$ cat src/rtl/dynamixel_status_rx.sv
// Dynamixel status-packet receiver: 16x-oversampled UART byte receiver feeding
// a header/field/checksum packet FSM whose captured fields are read by the NIOS front-end.
module dynamixel_status_rx #(
    parameter int unsigned CLK_FREQ    = 50_000_000,
    parameter int unsigned BAUD        = 57_600,
    parameter int unsigned MAX_PARAMS  = 4,
    parameter int unsigned TIMEOUT_CYC = 2_000_000
) (
    input  logic                      MyNios_Clk,
    input  logic                      reset,
    input  logic                      arm,
    input  logic                      RXD,
    output logic                      busy,
    output logic                      rx_valid,
    output logic                      rx_cs_ok,
    output logic                      rx_timeout,
    output logic                      rx_frame_err,
    output logic [7:0]                rx_id,
    output logic [7:0]                rx_len,
    output logic [7:0]                rx_err,
    output logic [8*MAX_PARAMS-1:0]   rx_params
);

    localparam int unsigned OVS_DIV = CLK_FREQ / (BAUD * 16);
    localparam int unsigned DIV_W   = (OVS_DIV > 1) ? $clog2(OVS_DIV) : 1;
    localparam int unsigned TMO_W   = $clog2(TIMEOUT_CYC + 1);
    localparam int unsigned IDX_W   = (MAX_PARAMS > 1) ? $clog2(MAX_PARAMS) : 1;
    localparam int unsigned PW      = 8 * MAX_PARAMS;

    localparam logic [3:0] S_IDLE  = 4'd0;
    localparam logic [3:0] S_HDR1  = 4'd1;
    localparam logic [3:0] S_HDR2  = 4'd2;
    localparam logic [3:0] S_ID    = 4'd3;
    localparam logic [3:0] S_LEN   = 4'd4;
    localparam logic [3:0] S_ERR   = 4'd5;
    localparam logic [3:0] S_PARAM = 4'd6;
    localparam logic [3:0] S_CSUM  = 4'd7;
    localparam logic [3:0] S_DONE  = 4'd8;

    // RXD synchronizer plus one extra stage for falling-edge detection; idle-high preset
    logic rxd_meta, rxd_sync, rxd_prev;

    always_ff @(posedge MyNios_Clk or posedge reset) begin
        if (reset) begin
            rxd_meta <= 1'b1;
            rxd_sync <= 1'b1;
            rxd_prev <= 1'b1;
        end else begin
            rxd_meta <= RXD;
            rxd_sync <= rxd_meta;
            rxd_prev <= rxd_sync;
        end
    end

    // Byte receiver; bit_cnt 0 = start bit, 1..8 = data bits, 9 = stop bit
    logic             rx_active;
    logic [DIV_W-1:0] div_cnt;
    logic [3:0]       os_cnt;
    logic [3:0]       bit_cnt;
    logic [7:0]       shift_reg;
    logic             byte_done;
    logic             frame_err;
    logic             tick;

    assign tick = (div_cnt == DIV_W'(OVS_DIV - 1));

    always_ff @(posedge MyNios_Clk or posedge reset) begin
        if (reset) begin
            rx_active <= 1'b0;
            div_cnt   <= '0;
            os_cnt    <= '0;
            bit_cnt   <= '0;
            shift_reg <= '0;
            byte_done <= 1'b0;
            frame_err <= 1'b0;
        end else begin
            byte_done <= 1'b0;
            frame_err <= 1'b0;
            if (!rx_active) begin
                if (rxd_prev && !rxd_sync) begin
                    rx_active <= 1'b1;
                    div_cnt   <= '0;
                    os_cnt    <= '0;
                    bit_cnt   <= '0;
                end
            end else begin
                div_cnt <= tick ? '0 : div_cnt + 1'b1;
                if (tick) begin
                    os_cnt <= os_cnt + 4'd1;
                    if (bit_cnt == 4'd0 && os_cnt == 4'd7) begin
                        // mid-start re-sample rejects glitches
                        if (rxd_sync) begin
                            rx_active <= 1'b0;
                        end else begin
                            os_cnt  <= '0;
                            bit_cnt <= 4'd1;
                        end
                    end else if (bit_cnt != 4'd0 && os_cnt == 4'd15) begin
                        if (bit_cnt == 4'd9) begin
                            rx_active <= 1'b0;
                            if (rxd_sync) byte_done <= 1'b1;
                            else          frame_err <= 1'b1;
                        end else begin
                            shift_reg <= {rxd_sync, shift_reg[7:1]};
                            bit_cnt   <= bit_cnt + 4'd1;
                        end
                    end
                end
            end
        end
    end

    // Packet FSM state and registered outputs
    logic [3:0]       state, state_d;
    logic             busy_d, valid_d, cs_ok_d, timeout_d, frame_err_d;
    logic [7:0]       id_d, len_d, err_d;
    logic [PW-1:0]    params_d;
    logic [7:0]       sum, sum_d;
    logic [IDX_W-1:0] idx, idx_d;
    logic [TMO_W-1:0] tmo_cnt, tmo_d;
    logic             tmo_hit;

    always_ff @(posedge MyNios_Clk or posedge reset) begin
        if (reset) begin
            state        <= S_IDLE;
            busy         <= 1'b0;
            rx_valid     <= 1'b0;
            rx_cs_ok     <= 1'b0;
            rx_timeout   <= 1'b0;
            rx_frame_err <= 1'b0;
            rx_id        <= '0;
            rx_len       <= '0;
            rx_err       <= '0;
            rx_params    <= '0;
            sum          <= '0;
            idx          <= '0;
            tmo_cnt      <= '0;
        end else begin
            state        <= state_d;
            busy         <= busy_d;
            rx_valid     <= valid_d;
            rx_cs_ok     <= cs_ok_d;
            rx_timeout   <= timeout_d;
            rx_frame_err <= frame_err_d;
            rx_id        <= id_d;
            rx_len       <= len_d;
            rx_err       <= err_d;
            rx_params    <= params_d;
            sum          <= sum_d;
            idx          <= idx_d;
            tmo_cnt      <= tmo_d;
        end
    end

    assign tmo_hit = (tmo_cnt == TMO_W'(TIMEOUT_CYC - 1));

    always_comb begin
        state_d     = state;
        valid_d     = 1'b0;
        cs_ok_d     = rx_cs_ok;
        timeout_d   = rx_timeout;
        frame_err_d = rx_frame_err;
        id_d        = rx_id;
        len_d       = rx_len;
        err_d       = rx_err;
        params_d    = rx_params;
        sum_d       = sum;
        idx_d       = idx;
        tmo_d       = tmo_cnt;

        if (arm) begin
            state_d     = S_HDR1;
            cs_ok_d     = 1'b0;
            timeout_d   = 1'b0;
            frame_err_d = 1'b0;
            id_d        = '0;
            len_d       = '0;
            err_d       = '0;
            params_d    = '0;
            sum_d       = '0;
            idx_d       = '0;
            tmo_d       = '0;
        end else if (state != S_IDLE) begin
            tmo_d = tmo_cnt + 1'b1;
            // a final checksum byte beats a simultaneous timeout
            if (frame_err) begin
                frame_err_d = 1'b1;
                state_d     = S_IDLE;
            end else if (state == S_CSUM && byte_done) begin
                valid_d = 1'b1;
                cs_ok_d = (~sum == shift_reg);
                state_d = S_DONE;
            end else if (state == S_DONE) begin
                state_d = S_IDLE;
            end else if (tmo_hit) begin
                timeout_d = 1'b1;
                state_d   = S_IDLE;
            end else if (byte_done) begin
                case (state)
                    S_HDR1: if (shift_reg == 8'hFF) state_d = S_HDR2;
                    S_HDR2: state_d = (shift_reg == 8'hFF) ? S_ID : S_HDR1;
                    S_ID: begin
                        id_d    = shift_reg;
                        sum_d   = sum + shift_reg;
                        state_d = S_LEN;
                    end
                    S_LEN: begin
                        len_d = shift_reg;
                        sum_d = sum + shift_reg;
                        if (shift_reg < 8'd2 || shift_reg > 8'(MAX_PARAMS + 2)) begin
                            frame_err_d = 1'b1;
                            state_d     = S_IDLE;
                        end else begin
                            state_d = S_ERR;
                        end
                    end
                    S_ERR: begin
                        err_d   = shift_reg;
                        sum_d   = sum + shift_reg;
                        idx_d   = '0;
                        state_d = (rx_len > 8'd2) ? S_PARAM : S_CSUM;
                    end
                    S_PARAM: begin
                        params_d[8*idx +: 8] = shift_reg;
                        sum_d = sum + shift_reg;
                        idx_d = idx + 1'b1;
                        if (8'(idx) == rx_len - 8'd3) state_d = S_CSUM;
                    end
                    default: state_d = state;
                endcase
            end
        end

        busy_d = (state_d != S_IDLE);
    end

endmodule

$ cat config.mk
export PLATFORM = sky130hd
export DESIGN_NAME = dynamixel_status_rx
export DESIGN_NICKNAME = d
export VERILOG_FILES = /design/src/rtl/dynamixel_status_rx.sv
export SDC_FILE = /design/constraint.sdc
export NUM_CORES = 1
export LEC_CHECK = 0
export CAP_MARGIN = 10
export CORE_MARGIN = 1
export CORE_UTILIZATION = 57
export DETAILED_ROUTE_END_ITERATION = 7
export PLACE_DENSITY = 0.77
export SYNTH_ARGS = -nofsm -noshare
export SYNTH_HDL_FRONTEND = slang
export SYNTH_SLANG_ARGS = --single-unit
export TNS_END_PERCENT = 20
$ cat constraint.sdc
create_clock -name MyNios_Clk -period 5.8 [get_ports MyNios_Clk]
set_clock_uncertainty 0.2 [all_clocks]
set_input_delay 1.16 -clock MyNios_Clk [delete_from_list [all_inputs] [get_ports MyNios_Clk]]
set_output_delay 1.16 -clock MyNios_Clk [all_outputs]
set_load 0.02 [all_outputs]
Yosys cells after proc, flatten, opt, wreduce, memory -nomap -nowiden
Index checks and enable logic that the tools add are counted.
- word-level logic and storage cells: 222
- flip-flop bits (word level): 124
- input port bits: 4
- equal/unequal tests: 27
- bitwise operators: 3
- shifts and indexed selects: 2
- reduce and logical (&&, ||, !) cells: 37
- order comparisons: 3
- muxes and demuxes: 119
- $add $sub $neg: 8
- operators by type and width (kind ; count):
    $mux W32 ; 8
    $mux W8 ; 32
    $mux W4 ; 20
    $reduce_and A7 Y1 ; 7
    $mux W1 ; 42
    $mux W21 ; 2
    $neg A5 Y34 ; 1
    $shift A8 B34 Y32 const A ; 1
    $shiftx A8 B34 Y32 ; 1
    $bwmux W32 ; 1
    $pmux W4 S6 ; 1
    $add A21 B1 Y21 const B ; 1
    $eq A21 B21 Y1 const B ; 1
    $eq A4 B3 Y1 const B ; 5
    $reduce_bool A2 Y1 ; 10
    $mux W6 ; 3
    $mux W2 ; 8
    $ne A3 B3 Y1 const B ; 5
    $reduce_and A5 Y1 ; 3
    $eq A4 B4 Y1 const B ; 3
    $reduce_bool A3 Y1 ; 4
    $reduce_bool A4 Y1 ; 3
    $add A4 B1 Y4 const B ; 2
    $add A8 B8 Y8 ; 1
    other kinds (26) ; 34

Longest topological paths before layout
- depth after elaboration: 12
- gate-level depth with buffers: 9
- mapped depth without buffers: 8

Least setup slack after synthesis
Ideal clock, no wire load.
- kind: input-to-reg
- start: input arm
- end: register rx_params[0]
- buffers on the path: 1
- required time: 5.517 ns
- stages on the path: 4
- arrival time: 2.281 ns
- slack: 3.237 ns
- path through: buf_2 -> nor4b_1 -> nand2_1 -> o21ai_0
- word-level cells in the longest chain between the ends: 2
- RTL lines (element ; RTL line ; text):
    from (decl) ; 11 ; input logic arm,
    $ne A2 B2 Y1 (no source line) / $reduce_bool A2 Y1 (equally long branches) ; n/a ;
    $reduce_and A7 Y1 (no source line) ; n/a ;
    to (signal assigned) ; 148 ; rx_params <= params_d;
    to (decl) ; 21 ; output logic [8*MAX_PARAMS-1:0] rx_params
Several ways; a longest one is shown, not always the timed one.
A chain may end at the register's enable or synchronous reset.

Worst setup path after layout
- start: register rx_len[3]
- end: output rx_len[3]
- RTL lines (element ; RTL line ; text):
    from (decl) ; 19 ; output logic [7:0] rx_len,
    from (signal assigned) ; 146 ; rx_len <= len_d;
No word-level cell between the ends.

==> flow_summary.yaml <==
status:
  status: "completed"
die:
  die_x_um: 106
  initial_utilization_pct: 59.1
  io_pins: 65
  fp.dieH_um: 106
  rows: 37
  dieArea_um2: 11200
  core_region_area_um2: 10400
cells_and_area:
  final_core_util_pct: 71.2
  reg_top3: "rx_params x32, tmo_cnt x21"
  final_common_cell: "dfrtp_1"
  area_growth_pct: 20.3
  drive_above_1_share_pct: 9.33
  diodes: 0
  largest_register_ffs: 32
  most-common-layout-cells: "dfrtp_1, nor2_1, clkdlybuf4s50_1, nand2_1, o21ai_0"
  finalNonFillerCells: 822
  nNetsFinal: 698
  top_register: "rx_params"
synthesis:
  ys_ff_latch: 124
  synth_nets: 644
  syn-instance-count: 619
  synth_flop_cell: "dfrtp_1"
  ys_seq_area_share_pct: 50.4
  syn_area_um2: 6160
  postSynth.asyncResetShare_pct: 100
  ys_warn_count: 0
  syn-mean-instance-area_um2: 9.95
  synth_cell_types: 59
  synth-edff-count: 0
sta:
  slew_viol_final: 0
  max_freq_mhz: 337
  post-route-period-util_pct: 51.2
  fin_tns_setup_ps: 0
  setup_viol: 0
  fin_hold_ws_ps: 160
  relSlewSlack_pct: 44.0
  grt_setup_unrepaired: "false"
  worst_pin_slew_ps: 832
  hold_viol_final: 0
  finalCriticalPeriod_ps: 2970
clock_network:
  worstSkewPairLatency_ps: 520
  cts_tree: "done"
  cts-htree-levels: 4
  cts.sinks: 124
  cts_hold_buffers: 0
  path_clk_slew_ps: 50
  cts.repair.resized: 0
  postCtsSetupBuffers: 0
  cts.path.max_buffers: 2
  cts_root_buf: "clkbuf_8"
  cts_buffers: 17
routing:
  ant_nets: 0
  wl_per_cell_um: 16.5
  drt_iter0_drc: 310
  vias_per_cell: 5.82
  via_count: 4785
  first_pass_iters: 5
  detail_route.drc_violations: 0
  wl_um: 13500
placed_design:
  hpwl_um: 8750
  gp_congestion: 0.894
  post-place-cells: 788
  io_buffers: 64
pwr:
  leakagePower_uw: 0.00325
  pwr_density_cell_nw_per_um2: 274
  ir_worst_vdd_mv: 0.193
global_route:
  grt_use_total_pct: 26.0
  grt_max_degree: 91
  grt_pass1_vias: 4528
  grt-ovfl-total: 0
  grt_pass1_wl_um: 22500
  antenna_found_initial: 0
critical_path:
  critPathRequiredTime_ps: 4440
  cpPeakStageDelay_ps: 640
  path_cells: "clkdlybuf4s50_1"
  worst-path-buf-inv: 1
  slowest_stage: "clkdlybuf4s50_1"
  arrival_ps: 1610
  cp-start-kind: "flip-flop"
  crit_family: "buffers and inverters"
  path_max_fanout: 6
  path_class: "reg2out"
  cp-end-kind: "primary output"
job:
  cap_violations: 0
worst_hold_path:
  hold_class: "reg2reg"
cell type report:
type                       count  area, um^2
timing repair buffer          70         691
clock buffer                  25         484
sequential                   124        3110
multi-input combinational    440        2820
inverter                      20        77.6
fill                         759        3000
tap                          136         170
clock inverter                 7        63.8
cells in the mapped netlist, types with 3 or more instances:
| cell | count | share of area (%) |
|---|---|---|
| dfrtp_1 | 121 | 49 |
| nor2_1 | 76 | 4.6 |
| nand2_1 | 61 | 3.7 |
| o21ai_0 | 44 | 3.6 |
| nand3_1 | 42 | 3.4 |
| mux2i_1 | 32 | 5.2 |
| xor2_1 | 23 | 3.3 |
| clkbuf_1 | 20 | 1.2 |
| ha_1 | 20 | 4.1 |
| inv_1 | 19 | 1.2 |
| a21oi_1 | 15 | 1.2 |
| nor3_1 | 13 | 1.1 |
| buf_2 | 9 | 0.73 |
| mux2_2 | 9 | 1.6 |
| xnor2_1 | 9 | 1.3 |
| nand4_1 | 8 | 0.81 |
| a22o_1 | 7 | 1.0 |
| nor4_1 | 7 | 0.71 |
| a31oi_1 | 5 | 0.51 |
| o2111ai_1 | 5 | 0.71 |
| o31ai_1 | 5 | 0.61 |
| a211oi_1 | 4 | 0.49 |
| and3_1 | 4 | 0.41 |
| dfstp_2 | 3 | 1.3 |
| nand3b_1 | 3 | 0.37 |
| nor3b_1 | 3 | 0.37 |
| o21bai_1 | 3 | 0.37 |
through the flow:
stage	total power (uW)	worst slack, ps	instance area [um^2]
final	2030	2830	7410
after global routing	2100	2780	7410
after CTS	2040	2820	7390
after detailed placement	1070	2470	6840
after global placement	1060	2540	6840
after floorplan	1030	1150	6160
report_power, final:
part           leakage (uW)  internal (uW)  switching [uW]  total, uW
Combinational       0.00129           44.4            75.8        120
Clock              0.000276            610             364        974
Sequential          0.00168            899            38.6        938
final timing paths:
path	to	depth (start not counted)	from	slack [ps]
max	rx_len[3]	1	rx_len[3]$_DFFE_PP0P_	2830
min	rxd_sync$_DFF_PP1_	0	rxd_meta$_DFF_PP1_	160
max reg2reg	rx_id[5]$_DFFE_PP0P_	6	tmo_cnt[11]$_DFFE_PP0N_	2990
min reg2reg	rxd_sync$_DFF_PP1_	0	rxd_meta$_DFF_PP1_	160
max in group asynchronous	shift_reg[6]$_DFFE_PP0P_	3	reset	3670
min in group asynchronous	rx_frame_err$_DFFE_PP0P_	2	reset	860
kinds of logic after synthesis:
family / share of synthesized area (%)
and+or+nand+nor: 20.1
DFF: 50.4
AOI/OAI and AO/OA: 9.75
buffers and inverters: 3.90
muxes: 6.85
xor gates and xnor gates: 4.55
adders and majority gates: 4.39
routing by layer:
layer | GRT usage [%] | vias to the layer above | part of all wire (%)
met5 | 0 | - | 0
met4 | 10.3 | 0 | 2.3
met3 | 4.60 | 30 | 4.1
met2 | 42.7 | 150 | 49
met1 | 34.5 | 2332 | 44
li1 | - | 2273 | -
Power figures use the tool's default switching activity.
